==> config.mk <==
export PLATFORM = sky130hd
export DESIGN_NAME = clock_divider_prog
export DESIGN_NICKNAME = d
export VERILOG_FILES = /design/src/rtl/clock_divider_prog.sv
export SDC_FILE = /design/constraint.sdc
export NUM_CORES = 1
export LEC_CHECK = 0
export ABC_CLOCK_PERIOD_IN_PS = 9150
export CORE_MARGIN = 3
export CORE_UTILIZATION = 59
export DETAILED_ROUTE_END_ITERATION = 10
export PLACE_DENSITY = 0.89
export SYNTH_ARGS = -nofsm -noshare
export SYNTH_HDL_FRONTEND = slang
export SYNTH_SLANG_ARGS = --single-unit
export TNS_END_PERCENT = 100
==> constraint.sdc <==
create_clock -name clk_in -period 9.15 [get_ports clk_in]
set_input_delay 1.3725 -clock clk_in [delete_from_list [all_inputs] [get_ports clk_in]]
set_output_delay 1.3725 -clock clk_in [all_outputs]
set_load 0.02 [all_outputs]
==> src/rtl/clock_divider_prog.sv <==
// clock_divider_prog
//   Run-time programmable clock divider for the CPU clock, with run, stop and
//   single-step modes. All logic runs on clk_in. clk_out is registered and has
//   a 50% duty cycle; tick is a one-cycle strobe in the clk_in domain that is
//   high in the same cycle clk_out rises.
// Ports
//   clk_in    system clock
//   reset_n   synchronous active-low reset
//   mode      0 STOP, 1 RUN, 2 STEP, 3 treated as STOP
//   step_req  one-cycle pulse, requests one clk_out period (STEP mode, parked)
//   div_half  new half-period in clk_in cycles (0 is stored as 1)
//   div_load  one-cycle pulse capturing div_half
//   clk_out   divided clock
//   tick      one-cycle pulse on each clk_out rising edge
//   busy      high while a single-step period is running
//   cur_half  half-period currently in use
//
// state  | meaning
// S_PARK | clk_out held low, counter cleared, waiting for RUN or a step request
// S_RUN  | free-running; leaves once a low phase can be entered cleanly
// S_STEP | one full period in progress (busy), always runs to completion
module clock_divider_prog #(
  parameter int unsigned CNT_W        = 25,
  parameter int unsigned DEFAULT_HALF = 2500000
) (
  input  logic             clk_in,
  input  logic             reset_n,
  input  logic [1:0]       mode,
  input  logic             step_req,
  input  logic [CNT_W-1:0] div_half,
  input  logic             div_load,
  output logic             clk_out,
  output logic             tick,
  output logic             busy,
  output logic [CNT_W-1:0] cur_half
);

  typedef enum logic [1:0] {
    S_PARK = 2'd0,
    S_RUN  = 2'd1,
    S_STEP = 2'd2
  } state_e;

  localparam logic [CNT_W-1:0] DEF_HALF  = CNT_W'(DEFAULT_HALF);
  localparam logic [CNT_W-1:0] ONE       = CNT_W'(1);
  localparam logic [1:0]       MODE_RUN  = 2'd1;
  localparam logic [1:0]       MODE_STEP = 2'd2;

  state_e           state_q, state_d;
  logic [CNT_W-1:0] cnt_q, cnt_d;
  logic [CNT_W-1:0] cur_q, cur_d;
  logic [CNT_W-1:0] pend_q, pend_d;
  logic             pend_vld_q, pend_vld_d;
  logic             clk_q, clk_d;
  logic             tick_q, tick_d;

  logic [CNT_W-1:0] load_val;
  logic             term;

  // A zero half-period would never reach terminal count, so it becomes 1.
  assign load_val = (div_half == '0) ? ONE : div_half;
  assign term     = (cnt_q == (cur_q - ONE));

  always_comb begin
    state_d    = state_q;
    cnt_d      = cnt_q;
    cur_d      = cur_q;
    pend_d     = pend_q;
    pend_vld_d = pend_vld_q;
    clk_d      = clk_q;
    tick_d     = 1'b0;

    case (state_q)
      S_PARK: begin
        cnt_d = '0;
        clk_d = 1'b0;
        // Nothing is counting, so a new divisor can take effect at once and
        // is already in place for a period starting on this same edge.
        if (div_load) begin
          cur_d      = load_val;
          pend_d     = load_val;
          pend_vld_d = 1'b0;
        end else if (pend_vld_q) begin
          cur_d      = pend_q;
          pend_vld_d = 1'b0;
        end
        if (mode == MODE_RUN) begin
          state_d = S_RUN;
        end else if ((mode == MODE_STEP) && step_req) begin
          state_d = S_STEP;
        end
      end

      default: begin
        if ((state_q == S_RUN) && (mode != MODE_RUN) && !clk_q) begin
          // Stopping during a low half: park now rather than finish it.
          state_d = S_PARK;
          cnt_d   = '0;
          if (div_load) begin
            pend_d     = load_val;
            pend_vld_d = 1'b1;
          end
        end else if (term) begin
          cnt_d  = '0;
          clk_d  = !clk_q;
          tick_d = !clk_q;
          // Divisor changes only land on a half boundary.
          if (div_load) begin
            cur_d  = load_val;
            pend_d = load_val;
          end else if (pend_vld_q) begin
            cur_d = pend_q;
          end
          pend_vld_d = 1'b0;
          // A falling edge closes a period, for both run and step.
          if (clk_q) begin
            state_d = (mode == MODE_RUN) ? S_RUN : S_PARK;
          end
        end else begin
          cnt_d = cnt_q + ONE;
          if (div_load) begin
            pend_d     = load_val;
            pend_vld_d = 1'b1;
          end
        end
      end
    endcase
  end

  always_ff @(posedge clk_in) begin
    if (!reset_n) begin
      state_q    <= S_PARK;
      cnt_q      <= '0;
      cur_q      <= DEF_HALF;
      pend_q     <= DEF_HALF;
      pend_vld_q <= 1'b0;
      clk_q      <= 1'b0;
      tick_q     <= 1'b0;
    end else begin
      state_q    <= state_d;
      cnt_q      <= cnt_d;
      cur_q      <= cur_d;
      pend_q     <= pend_d;
      pend_vld_q <= pend_vld_d;
      clk_q      <= clk_d;
      tick_q     <= tick_d;
    end
  end

  assign clk_out  = clk_q;
  assign tick     = tick_q;
  assign busy     = (state_q == S_STEP);
  assign cur_half = cur_q;

endmodule

After elaboration in Yosys (flattened, before gate mapping)
Index checks and enable logic that the tools add are counted.

word-level totals
  register bits after elaboration = 80
  logic and storage cells = 51

operators by class
  add/subtract/negate cells = 2
  equality and inequality tests = 8
  multiplexer cells = 16
  bitwise logic cells = 3
  reduce and logical (&&, ||, !) cells = 15

operator list
  kind                   number
  $mux 25                6
  $add 25x1->25 const B  1
  $eq 25x25->1           1
  $logic_not 25->1       1
  $sub 25x1->25 const B  1
  $mux 2                 6
  $reduce_or 4->1        2
  $reduce_bool 3->1      2
  $eq 2x1->1 const B     2
  $eq 2x2->1 const B     2
  $mux 1                 4
  $ne 2x1->1 const B     2
  $reduce_and 2->1       2
  $logic_and 1x1->1      3
  $ne 3x3->1 const B     1
  $not 1->1              3
  $reduce_and 3->1       1
  $logic_not 2->1        1
  $reduce_bool 2->1      1
  $reduce_or 2->1        1
  $logic_not 1->1        1

Depth between registers and ports, before layout
Gate-level depths: netlist of run 1.

  word-level depth = 6
  depth in mapped cells = 13
  gate-level depth less buffers = 10

Least setup slack after synthesis of run 1
Ideal clock, no wire load.

  kind = flip-flop to flip-flop
  from = register cur_q[12] (netlist: cur_half[12])
  to = register cur_q[10] (netlist: cur_half[10])
  arrival = 3639 ps
  required time = 9029 ps
  setup slack = 5390 ps
  cell stages (with the launch flop) = 12
  clock period less this slack = 3760 ps
  cells stage by stage = dfxtp_1 or4_4 or3_1 a2111o_1 a211o_1 or4_1 a2111o_1 buf_6 a211o_1 buf_6 buf_12 mux2_4

between the ends
  word-level cells in the longest chain between the ends = 4

RTL lines
  item                         line  RTL
  start, declared              51    logic [CNT_W-1:0] cur_q, cur_d;
  start signal, assigned       142   cur_q <= cur_d;
  $sub 25x1->25                62    assign term = (cnt_q == (cur_q - ONE));
  $eq 25x25->1                 62
  $reduce_bool 2->1 (no line)  n/a
  $reduce_and 2->1 (no line)   n/a

No other way between the ends.
A chain may end at the register's enable or synchronous reset.

Worst setup path in the final report of run 1
  from = register cur_q[3] (netlist: cur_half[3])
  to = register cur_q[22] (netlist: cur_half[22])

The elaborated chain is that of the path after synthesis.

==> impl_metrics.toml, run 1 <==
[detailed_routing]
routed_wirelength_um = 9595
drt_iter0_markers = 231
dr.pass1.iters = 5
vias_per_cell = 5.672
ant_nets = 0
wire_per_inst_um = 16.15
num_vias = 3369
drc = 0

[clock_tree]
clock_path_buffers = 2
root_buffer = "clkbuf_8"
cts_max_level = 3
cts_num_sinks = 80
cts_resized = 0
ctsHoldBuffers = 0
cts_tree = "done"
clk_latency_ns = 0.36
cts_setup_buffers = 0
cts_buffers = 9
path_clk_slew_ns = 0.09

[layout]
ff_latch_area_um2 = 1602
finalNetCount = 526
fillers = 510
fin_cells = 594
area_growth_pct = 19.32
multi_input_area_um2 = 2416
antenna_cells = 0
drive_gt1_share_pct = 9.839

[sta]
worst_pin_slew_ns = 0.9709
rsz0062_at_grt = "false"
tns_ns = 0
fmax_mhz = 240.9
fin_crit_ns = 4.151
finalCritPeriodShare_pct = 45.37
skew_ns = 0.01440
final_hold_viol_count = 0
slew_viol_final = 0
whs_ns = 0.4929
setup_violations = 0
slew_headroom_pct = 34.68

[worst_setup_path]
critPathKind = "reg2reg"
critPathRequiredTime_ns = 9.40
cpMaxStageDelayCell = "nor3_1"
crit_arrival_ns = 4.40
critPathMaxFanout = 25
worst_path_largest_cell_delay_ns = 0.68
cp-end-kind = "flip-flop"
start_kind = "flip-flop"
crit_path_cell_trace = "nor3_1 > nand3_1 > a2111o_1 > a211o_1 > or4_1 > a2111o_1 > a211o_1 > buf_4 > mux2_4"

[synthesis]
syn_area_um2 = 4170
yosys_warnings = 0
synthTopCellsByArea = "dfxtp_1 (38%), mux2_4 (7.2%), mux2i_1 (6.2%)"
avgSynthCellArea_um2 = 9.414
synth_common_cells = "dfxtp_1 (80), nor2_1 (37), nand2_1 (30)"
syn-num-nets = 476
yosysTopAreaCell = "dfxtp_1"
yosysTopAreaCellShare_pct = 38.40
async_flop_share_pct = 0
synthFlopType = "dfxtp_1"
synthCells = 443
ys_types = 53
ys_seq_area_share_pct = 38.40
synth_edf_count = 0
post-synth-top-count-cell = "dfxtp_1"
ys_ff_latch = 80

[global_routing]
grt_max_degree = 54
grt_pass1_wl_um = 16120
overflow = 0
grt_pass1_vias = 3378
antenna_found_initial = 0
grt_use_total_pct = 24.14

[placed_design]
dp.cells = 578
port_buffers = 58
dp.final_hpwl_um = 6949
routabilityCongestion = 0.8600

[worst_hold_path]
hold_path.class = "reg2reg"

[floorplanning]
die_w_um = 90.07
io-pin-count = 59
row_count = 30
design.core.area_um2 = 6832
dieArea_um2 = 8113
initial_core_util_pct = 61.04
die_h_um = 90.07

[outcome]
status = "finished, final reports clean"

[power_and_ir_drop]
power_density_nw_per_um2 = 159.3
p_leak_nw = 1.871
ir_worst_vdd_v = 0.0001549

[run]
maxCapViolCount = 0
## through the flow
stage	util (%)	power [mW]	setup WS, ns	cell area (um^2)
finish	72.84	0.7927	4.999	4976
global route	72.84	0.8198	4.707	4976
CTS	72.84	0.7940	5.071	4976
detailed placement	69.73	0.5161	5.102	4763
global placement	69.73	0.5127	5.221	4763
floorplan	-	0.4709	5.390	4170
## layer usage
layer | vias to the layer above | routed length, um | GRT usage, %
met5 | - | 0 | 0
met4 | 0 | 246 | 10.08
met3 | 27 | 502 | 5.439
met2 | 114 | 4378 | 37.27
met1 | 1571 | 4468 | 32.60
li1 | 1657 | - | -
## kinds of logic after synthesis
group           share of synthesized area [%]
simple gates                            24.84
flops                                   38.40
xor+xnor                                10.92
mux                                     14.79
compound gates                          6.781
buf+inv                                 3.660
fa+ha+maj                              0.6000
## sequential cells by signal, summed over array words and instances (netlist names)
signal / cells
pend_q: 25
tick: 1
cur_half: 25
clk_out: 1
cnt_q: 25
state_q: 2
pend_vld_q: 1
## cell type report
| class | count | share of cell area, % |
|---|---|---|
| Tap cell | 96 | 2.414 |
| Clock buffer | 10 | 2.766 |
| Sequential cell | 80 | 32.19 |
| Clock inverter | 6 | 1.509 |
| Inverter | 6 | 0.4526 |
| Multi-Input combinational cell | 335 | 48.55 |
| Timing Repair Buffer | 61 | 12.12 |
## power by group
group	switching (mW)	internal, mW
Sequential	0.0189	0.363
Clock	0.145	0.137
Combinational	0.0607	0.0670
Total	0.225	0.568
## layout by cell type (no fill, tap or decap), drive strengths merged, types with 2 or more instances in the layout
cell type / n
nand2b: 10
nor3: 11
nor2: 37
a31oi: 3
nor4b: 2
nand3: 18
a2111o: 2
ha: 2
o31a: 2
nand3b: 3
clkdlybuf4s50: 58
o21ai: 8
clkbuf: 10
nand4: 5
buf: 3
xor2: 26
nand2: 30
nor2b: 18
clkinv: 2
xnor2: 26
nand4b: 3
o211ai: 2
inv: 8
a211o: 3
nor3b: 2
mux2i: 26
a21oi: 5
and3: 10
o2111ai: 2
or3: 2
dfxtp: 80
or4: 5
mux2: 25
and2: 17
nor4: 13
o31ai: 2
and4: 2
## worst paths after layout
| kind | start | to | slack (ns) | cells past startpoint |
|---|---|---|---|---|
| min | pend_q[8] | pend_q[8] | 0.49 | 2 |
| max | cur_half[3] | cur_half[22] | 5.00 | 9 |
| min reg2reg | pend_q[8] | pend_q[8] | 0.49 | 2 |
| max reg2reg | cur_half[3] | cur_half[22] | 5.00 | 9 |
## worst max-delay path, delay by kind of cell, from the launching register on
| kind | cells | cell delay, ns |
|---|---|---|
| and+or+nand+nor | 3 | 1.44 |
| DFF | 1 | 0.41 |
| buffers and inverters | 1 | 0.26 |
| muxes | 1 | 0.34 |
| AOI/OAI and AO/OA | 4 | 1.57 |
Note: power is estimated with default switching activity, not from simulation.
==> run 2: changes to the inputs <==
ABC_CLOCK_PERIOD_IN_PS = 3400   (was 9150)
CORE_UTILIZATION = 49   (was 59)
PLACE_DENSITY = 0.8   (was 0.89)
clock period = 3.4 ns   (was 9.15 ns; I/O delays follow)
==> run 2 against run 1 <==
Effect of this change:
- combinational power rose to 3.2 times the previous value
- clock skew rose by 0.00087 ns
- the flow now finishes with violations (negative setup slack)
- worst hold slack got worse by 0.0093 ns
- critical endpoint is now cur_half[9]
==> impl_metrics.toml, run 2 (synthesis gave the netlist of run 1 again) <==
[sta]
fmax_mhz = 284.3
slew_viol_final = 0
fin_crit_ns = 3.517
slew_headroom_pct = 69.13
rsz0062_at_grt = "true"
final_hold_viol_count = 0
skew_ns = 0.01527
setup_violations = 25
whs_ns = 0.4836
worst_slack_ns = -0.1174
worst_pin_slew_ns = 0.4588
finalCritPeriodShare_pct = 103.5

[clock_tree]
cts_tree = "done"
cts_buffers = 9
ctsHoldBuffers = 0
clk_latency_ns = 0.36
cts_max_level = 3
root_buffer = "clkbuf_8"
path_clk_slew_ns = 0.09
cts_num_sinks = 80
clock_path_buffers = 2

[detailed_routing]
ant_nets = 0
drc = 0
drt_iter0_markers = 252
vias_per_cell = 5.542
routed_wirelength_um = 9898
wire_per_inst_um = 15.64
num_vias = 3508
dr.pass1.iters = 4

[power_and_ir_drop]
ir_worst_vdd_v = 0.0002876
p_leak_nw = 2.036
power_density_nw_per_um2 = 399.2

[outcome]
status = "finished with violations"
violations = "negative setup slack"

[placed_design]
dp.cells = 617
dp_worst_setup_slack_ns = -0.1203
dp.final_hpwl_um = 7370
port_buffers = 58
routabilityCongestion = 0.8225

[layout]
antenna_cells = 0
layout.cells.most_common = "dfxtp_1"
fin_cells = 633
finalNetCount = 556
drive_gt1_share_pct = 16.48
mostFrequentLayoutCells = "dfxtp_1 (77), clkdlybuf4s50_1 (58), nor2_1 (37), buf_4 (31), nand2_1 (30)"
area_growth_pct = 25.92

[worst_setup_path]
start_kind = "flip-flop"
cp-end-kind = "flip-flop"
reg2reg_depth = 9
critPathMaxFanout = 25
critPathKind = "reg2reg"
critPathRequiredTime_ns = 3.64
crit_arrival_ns = 3.76

[global_routing]
grt_pass1_vias = 3401
grt_max_degree = 54
grt_use_total_pct = 20.97
overflow = 0
grt_pass1_wl_um = 16430
antenna_found_initial = 0

[floorplanning]
dieArea_um2 = 9654
io-pin-count = 59
die_w_um = 98.26
design.core.area_um2 = 8258
initial_core_util_pct = 50.50
die_h_um = 98.26
row_count = 33

[run]
maxCapViolCount = 0

[worst_hold_path]
hold_path.class = "reg2reg"
hold_depth = 2
==> run 2: cell types whose count changed in the layout (fill, tap and decap cells not counted), sizes merged <==
| cell | previous run | this run |
|---|---|---|
| bufinv | 1 | 0 |
| buf | 3 | 33 |
| clkinvlp | 1 | 0 |
| clkinv | 2 | 1 |
| inv | 8 | 11 |
==> run 2: metal layers <==
| layer | GRT usage (%) | wire, um |
|---|---|---|
| met4 | 8.508 | 186 |
| met5 | 0 | 0 |
| met1 | 27.64 | 4493 |
| met3 | 3.571 | 520 |
| met2 | 34.19 | 4697 |
==> run 2: report_power, final <==
| part | internal (mW) | switching [mW] | leakage, nW |
|---|---|---|---|
| logic | 0.217 | 0.194 | 1.28 |
| registers | 0.977 | 0.0323 | 0.655 |
| clock network | 0.296 | 0.381 | 0.0985 |
==> run 2: worst max-delay path, cell delays in order, from the launching register on <==
cell	delay [ns]
dfxtp_4	0.34
or4_4	0.53
or3_4	0.33
a2111o_1	0.37
a211o_1	0.29
or4_4	0.42
a2111o_1	0.33
a211o_1	0.30
buf_12	0.19
mux2_4	0.31
==> run 2: final timing paths <==
kind	from	to	slack, ns
max	cur_half[14]	cur_half[9]	-0.12
min	pend_q[18]	pend_q[18]	0.48
max reg2reg	cur_half[14]	cur_half[9]	-0.12
min reg2reg	pend_q[18]	pend_q[18]	0.48
==> run 2: per-stage QoR <==
step           utilization [%]  area (um^2)  power, mW  setup TNS (ns)
3_3_place_gp             61.20         5054      1.425          -1.616
6_report                 63.59         5251      2.097          -2.512
2_1_floorplan                -         4199      1.272          -5.235
5_1_grt                  63.59         5251      2.187          -4.135
4_1_cts                  63.48         5243      2.105          -3.647
3_5_place_dp             61.20         5054      1.437          -2.780
==> run 2: repair_timing <==
item	4_1_cts	5_1_grt
pin swaps	0	2
gates resized for setup	1	2
setup buffers	0	1
endpoints found under the setup margin	25	30
==> run 2: cell type report <==
cell class              count  area, um^2
clock buffers              10       137.6
clock inverters             6       47.55
fillers                   682        3007
inverters                   6       22.52
multi-input cells         335        2449
flip-flops and latches     80        1610
well taps                 105       131.4
repair buffers             91       853.3
==> run 3: changes to the inputs <==
CORE_ASPECT_RATIO = 2   (was not set)
RECOVER_POWER = 25   (was not set)
==> run 3 against run 2 <==
Effect of this change:
- the run ends with max-capacitance violations, max-slew violations, negative setup slack left
- final cell count shrank 1.1%
- register-to-register slack lost 0.09 ns
- global-route usage grew 0.54 points
- maximum frequency shrank 2.4%
- sequential power is essentially flat
- via count shrank 0.94%
- non-clock buffer count is the same
- clock skew shrank 0.0070 ns
==> impl_metrics.toml, run 3 (synthesis gave the netlist of run 1 again) <==
[outcome]
status = "finished with violations"
violations = "max-capacitance violations, max-slew violations, negative setup slack"

[worst_setup_path]
crit_arrival_ns = 3.84
critPathRequiredTime_ns = 3.63
worst_path_largest_cell_delay_ns = 0.53
cp-end-kind = "flip-flop"
critPathMaxFanout = 13
start_kind = "flip-flop"
critPathKind = "reg2reg"
crit_path_cell_trace = "or4_4 > or3_1 > a2111o_1 > a211o_1 > or4_4 > a2111o_1 > a211o_4 > buf_12 > mux2_4"
cpMaxStageDelayCell = "or4_4"

[placed_design]
dp_worst_setup_slack_ns = -0.1532
dp.final_hpwl_um = 7606
port_buffers = 58
dp.cells = 608
placed_cell_area_um2 = 5030
routabilityCongestion = 0.9215

[floorplanning]
die_h_um = 136.5
initial_core_util_pct = 50.29
dieArea_um2 = 9721
die_w_um = 71.24
design.core.area_um2 = 8292
row_count = 47
io-pin-count = 59

[sta]
fmax_mhz = 277.4
slew_headroom_pct = -25.31
setup_violations = 25
fin_crit_ns = 3.605
final_hold_viol_count = 0
slew_viol_final = 28
rsz0062_at_grt = "true"
skew_ns = 0.008263
worst_slack_ns = -0.2054
worst_pin_slew_ns = 1.880
finalCritPeriodShare_pct = 106.0

[clock_tree]
cts_max_level = 3
cts_num_sinks = 80
path_clk_slew_ns = 0.06
root_buffer = "clkbuf_16"
cts_buffers = 9
clk_latency_ns = 0.35
clock_path_buffers = 2
cts_tree = "done"

[power_and_ir_drop]
ir_worst_vdd_v = 0.0004022
p_leak_nw = 2.082
power_density_nw_per_um2 = 437.8
p_total_mw = 2.348

[layout]
drive_gt1_share_pct = 16.48
final_area_um2 = 5363
fin_util_pct = 64.67
antenna_cells = 0
mostFrequentLayoutCells = "dfxtp_1 (77), clkdlybuf4s50_1 (57), nor2_1 (37), nand2_1 (30), buf_4 (28)"
finalNetCount = 556
layout.cells.most_common = "dfxtp_1"
area_growth_pct = 28.59
fin_cells = 626

[detailed_routing]
dr.pass1.iters = 4
wire_per_inst_um = 16.59
ant_nets = 0
num_vias = 3475
dr_wl_met2_um = 5603
wl_met3_um = 322
vias_per_cell = 5.551
drc = 0
drt_iter0_markers = 267
top_layer_used = "met4"
wl_met1_um = 4003
routed_wirelength_um = 10380

[global_routing]
grt_use_total_pct = 21.51
grt_pass1_wl_um = 16530
grt_max_degree = 29
overflow = 0
antenna_found_initial = 0
grt_pass1_vias = 3486

[run]
maxCapViolCount = 1

[worst_hold_path]
hold_path.class = "reg2reg"
run 3: cell count changes in the layout (fill, tap and decap cells not counted), sizes merged:
cell / change
buf: -2
clkbuf: +1
clkdlybuf4s50: -1
clkinv: +2
clkinvlp: +1
dlygate4sd3: +1
inv: -2
run 3: layer usage:
layer / GRT usage [%] / vias up
met5: 0 / -
met4: 12.66 / 0
li1: - / 1724
met1: 23.95 / 1636
met2: 37.65 / 85
met3: 3.405 / 30
run 3: stage by stage:
| stage | setup TNS [ns] | hold slack [ns] |
|---|---|---|
| final | -4.657 | 0.4695 |
| after floorplan | -5.235 | 0.4372 |
| after detailed placement | -3.582 | 0.4580 |
| after global placement | -2.108 | 0.4529 |
| after global routing | -6.242 | 0.5135 |
| after CTS | -3.865 | 0.4743 |
run 3: layout make-up:
cell class | instances | area, um^2
Clock inverter | 7 | 52.55
Multi-Input combinational cell | 335 | 2459
Sequential cell | 80 | 1610
Clock buffer | 9 | 225.2
Tap cell | 98 | 122.6
Fill cell | 646 | 2929
Timing Repair Buffer | 91 | 870.8
Inverter | 6 | 22.52
run 3: worst max-delay path, delay by kind of cell (launching register included):
family / cells / cell delay (ns)
AO/OA/AOI/OAI: 4 / 1.42
AND/OR/NAND/NOR: 3 / 1.27
flip-flops: 1 / 0.34
multiplexers: 1 / 0.30
buffers and inverters: 1 / 0.17
run 3: worst paths after layout:
check	from	endpoint	slack [ns]	depth (start not counted)
min reg2reg	pend_q[18]	pend_q[18]	0.47	2
max reg2reg	cur_half[14]	cur_half[20]	-0.21	9
min	pend_q[18]	pend_q[18]	0.47	2
max	cur_half[14]	cur_half[20]	-0.21	9
run 3: report_power, final:
group | internal (mW) | switching, mW | total (mW)
sequential | 0.978 | 0.0288 | 1.01
combinational | 0.225 | 0.204 | 0.428
clock | 0.501 | 0.411 | 0.912
run 3: timing repair:
action                     in CTS  in global routing
pin swaps                       0                  2
hold buffers                    0                  0
setup endpoints to repair      26                 35
setup buffers                   0                  0
gates resized for setup         1                  3
gates cloned                    0                  2
==> patch, RTL diff (config.mk and constraints of run 2) <==
The output `tick` loses its register stage (`tick_q` becomes a continuous assignment).
--- a/src/rtl/clock_divider_prog.sv
+++ b/src/rtl/clock_divider_prog.sv
@@ -136,5 +136,4 @@
       pend_vld_q <= 1'b0;
       clk_q      <= 1'b0;
-      tick_q     <= 1'b0;
     end else begin
       state_q    <= state_d;
@@ -144,7 +143,8 @@
       pend_vld_q <= pend_vld_d;
       clk_q      <= clk_d;
-      tick_q     <= tick_d;
     end
   end
+
+  assign tick_q = tick_d;
 
   assign clk_out  = clk_q;
Check against the original RTL: not equivalent (a bounded check fails within 4 cycles, from zero or initial values and one cycle with reset_n low).
==> patch against run 2 <==
The flow still finishes with violations (setup timing). Total power is 9.1% higher. Fmax fell by 6.2%. Cell count grew 26%. Cell area increased by 23%. Sequential cell count fell by 1. First-iteration DRC count is 19% higher. Synthesized area is 11% higher. Routed wire length rose by 45%. Via count grew 37%. Setup slack lost 0.23 ns.
==> patch: results (changes against run 2) <==
stage,metric,value,unit,change
run_status,status,"finished, violations left",,
run_status,failing checks,setup timing,,
sta,Worst Skew,0.0122,ns,-0.00309 ns
drt,Via Count,4814,,+37%
sta,post-route setup slack,-0.350,ns,-0.233 ns
pwr,total net switching power,707,µW,+17%
sta,# setup viols final,33,,+32%
place,hpwl dp,9540,µm,+29%
global_route,initial antenna violation count,0,,unchanged
pwr,Peak VDD IR,0.211,mV,-26%
critical_path,crit-path max FO,5,,-80%
synthesis,sequential element share of the synthesized area,34.1,%,-4.3 points
sta,slew margin rel.,48.2,%,-21 points
drt,Iter 0 DRT Violations,299,,+19%
synthesis,"Net Count, Synth",599,,+26%
global_route,Total GRT Usage,24.8,%,+3.8 points
layout,share of layout cells above drive strength 1,24.5,%,+8.0 points
cts,clock latency on the worst-skew pair,0.36,ns,about the same
global_route,largest net degree at the start of global routing,60,,+11%
synthesis,synth unique cells,56,,+5.7%
global_route,first-pass GRT wire length,21000,µm,+28%
drt,drt total wl,14400,µm,+45%
synthesis,list of most frequent post-synthesis cells,"79 x dfxtp_1, 45 x nand3_1, 43 x nor2_1",,
synthesis,synth top area cells,"dfxtp_1 34%, mux2i_1 5.8%, nand3_1 4.9%",,
drt,TritonRoute pass-1 iters,5,,+1
layout,nets@finish,701,,+26%
sta,setup TNS,-2.68,ns,-0.170 ns
place,gp weighted congestion,0.855,,+4.0%
critical_path,Critical Path AT,3.24,ns,-0.52 ns
cts,CTS Buf Count,9,,unchanged
hold_path,Min-Delay Path Class,flop to flop,,
pwr,LEAKAGE,0.00235,µW,+15%
global_route,vias in the first global route,4547,,+34%
patch: cell types whose count changed in the layout (fill, tap and decap cells not counted), sizes merged, moves of 16 or more:
cell / run 2 / this run
buf: 33 / 77
nand3: 18 / 45
mux2: 25 / 1
and3: 10 / 28
a31oi: 3 / 20
nand4: 5 / 21
patch: final timing paths:
kind,start,to,slack (ns),cells past startpoint
max,cur_half[1],tick,-0.35,9
min,cnt_q[0],cnt_q[0],0.49,1
max reg2reg,cur_half[1],cnt_q[12],-0.11,14
min reg2reg,cnt_q[0],cnt_q[0],0.49,1
patch: final cells by class:
class                           count  area [µm²]
Inverter                            6        25.0
Timing Repair Buffer              137        1320
Fill cell                         651        2500
Clock inverter                      6        68.8
Tap cell                          126         158
Clock buffer                       10         138
Sequential cell                    79        1590
Multi-Input combinational cell    435        3170
patch: stage by stage:
stage	power, µW	area [µm²]	instances	setup slack, ns
after floorplan	1290	4730	566	-0.00158
after global placement	1480	5770	769	-0.538
after detailed placement	1500	5770	769	-0.579
after CTS	2250	6000	786	-0.370
after global routing	2370	6470	799	-0.487
final	2290	6470	799	-0.350
patch: logic make-up (layout without fill, tap and decap cells):
family | after synthesis | after routing | share of synthesized area (%)
and+or+nand+nor | 268 | 268 | 31.8
AOI/OAI and AO/OA | 87 | 87 | 13.2
DFF | 79 | 79 | 34.1
buffers and inverters | 52 | 159 | 4.88
xor gates and xnor gates | 50 | 50 | 9.44
muxes | 28 | 28 | 6.07
adders and majority gates | 2 | 2 | 0.539
patch: metal layers:
metal / track usage [%] / share of wire (%)
met2: 43.1 / 50
met1: 30.5 / 41
met3: 4.63 / 6.2
met4: 9.36 / 2.4
met5: 0 / 0
patch: what timing repair did:
action	CTS	global route
hold buffers	0	0
pin swaps	1	31
gates resized for setup	10	71
setup endpoints to repair	49	30
cloned	0	5
buffers inserted	1	11
patch: power by group through the flow:
stage	sequential [µW]	clock, µW	combinational [µW]
3_3_place_gp	1010	0	471
4_1_cts	994	756	497
2_1_floorplan	1050	0	244
3_5_place_dp	1010	0	485
5_1_grt	1000	786	580
6_report	996	748	543
patch: critical path, stage by stage, from the launching register on:
cell	delay, ns
dfxtp_4	0.36
inv_4	0.05
ha_4	0.12
or4b_4	0.50
or3_4	0.37
or3_1	0.33
o31ai_2	0.20
or4b_4	0.52
nor4b_4	0.25
buf_4	0.17
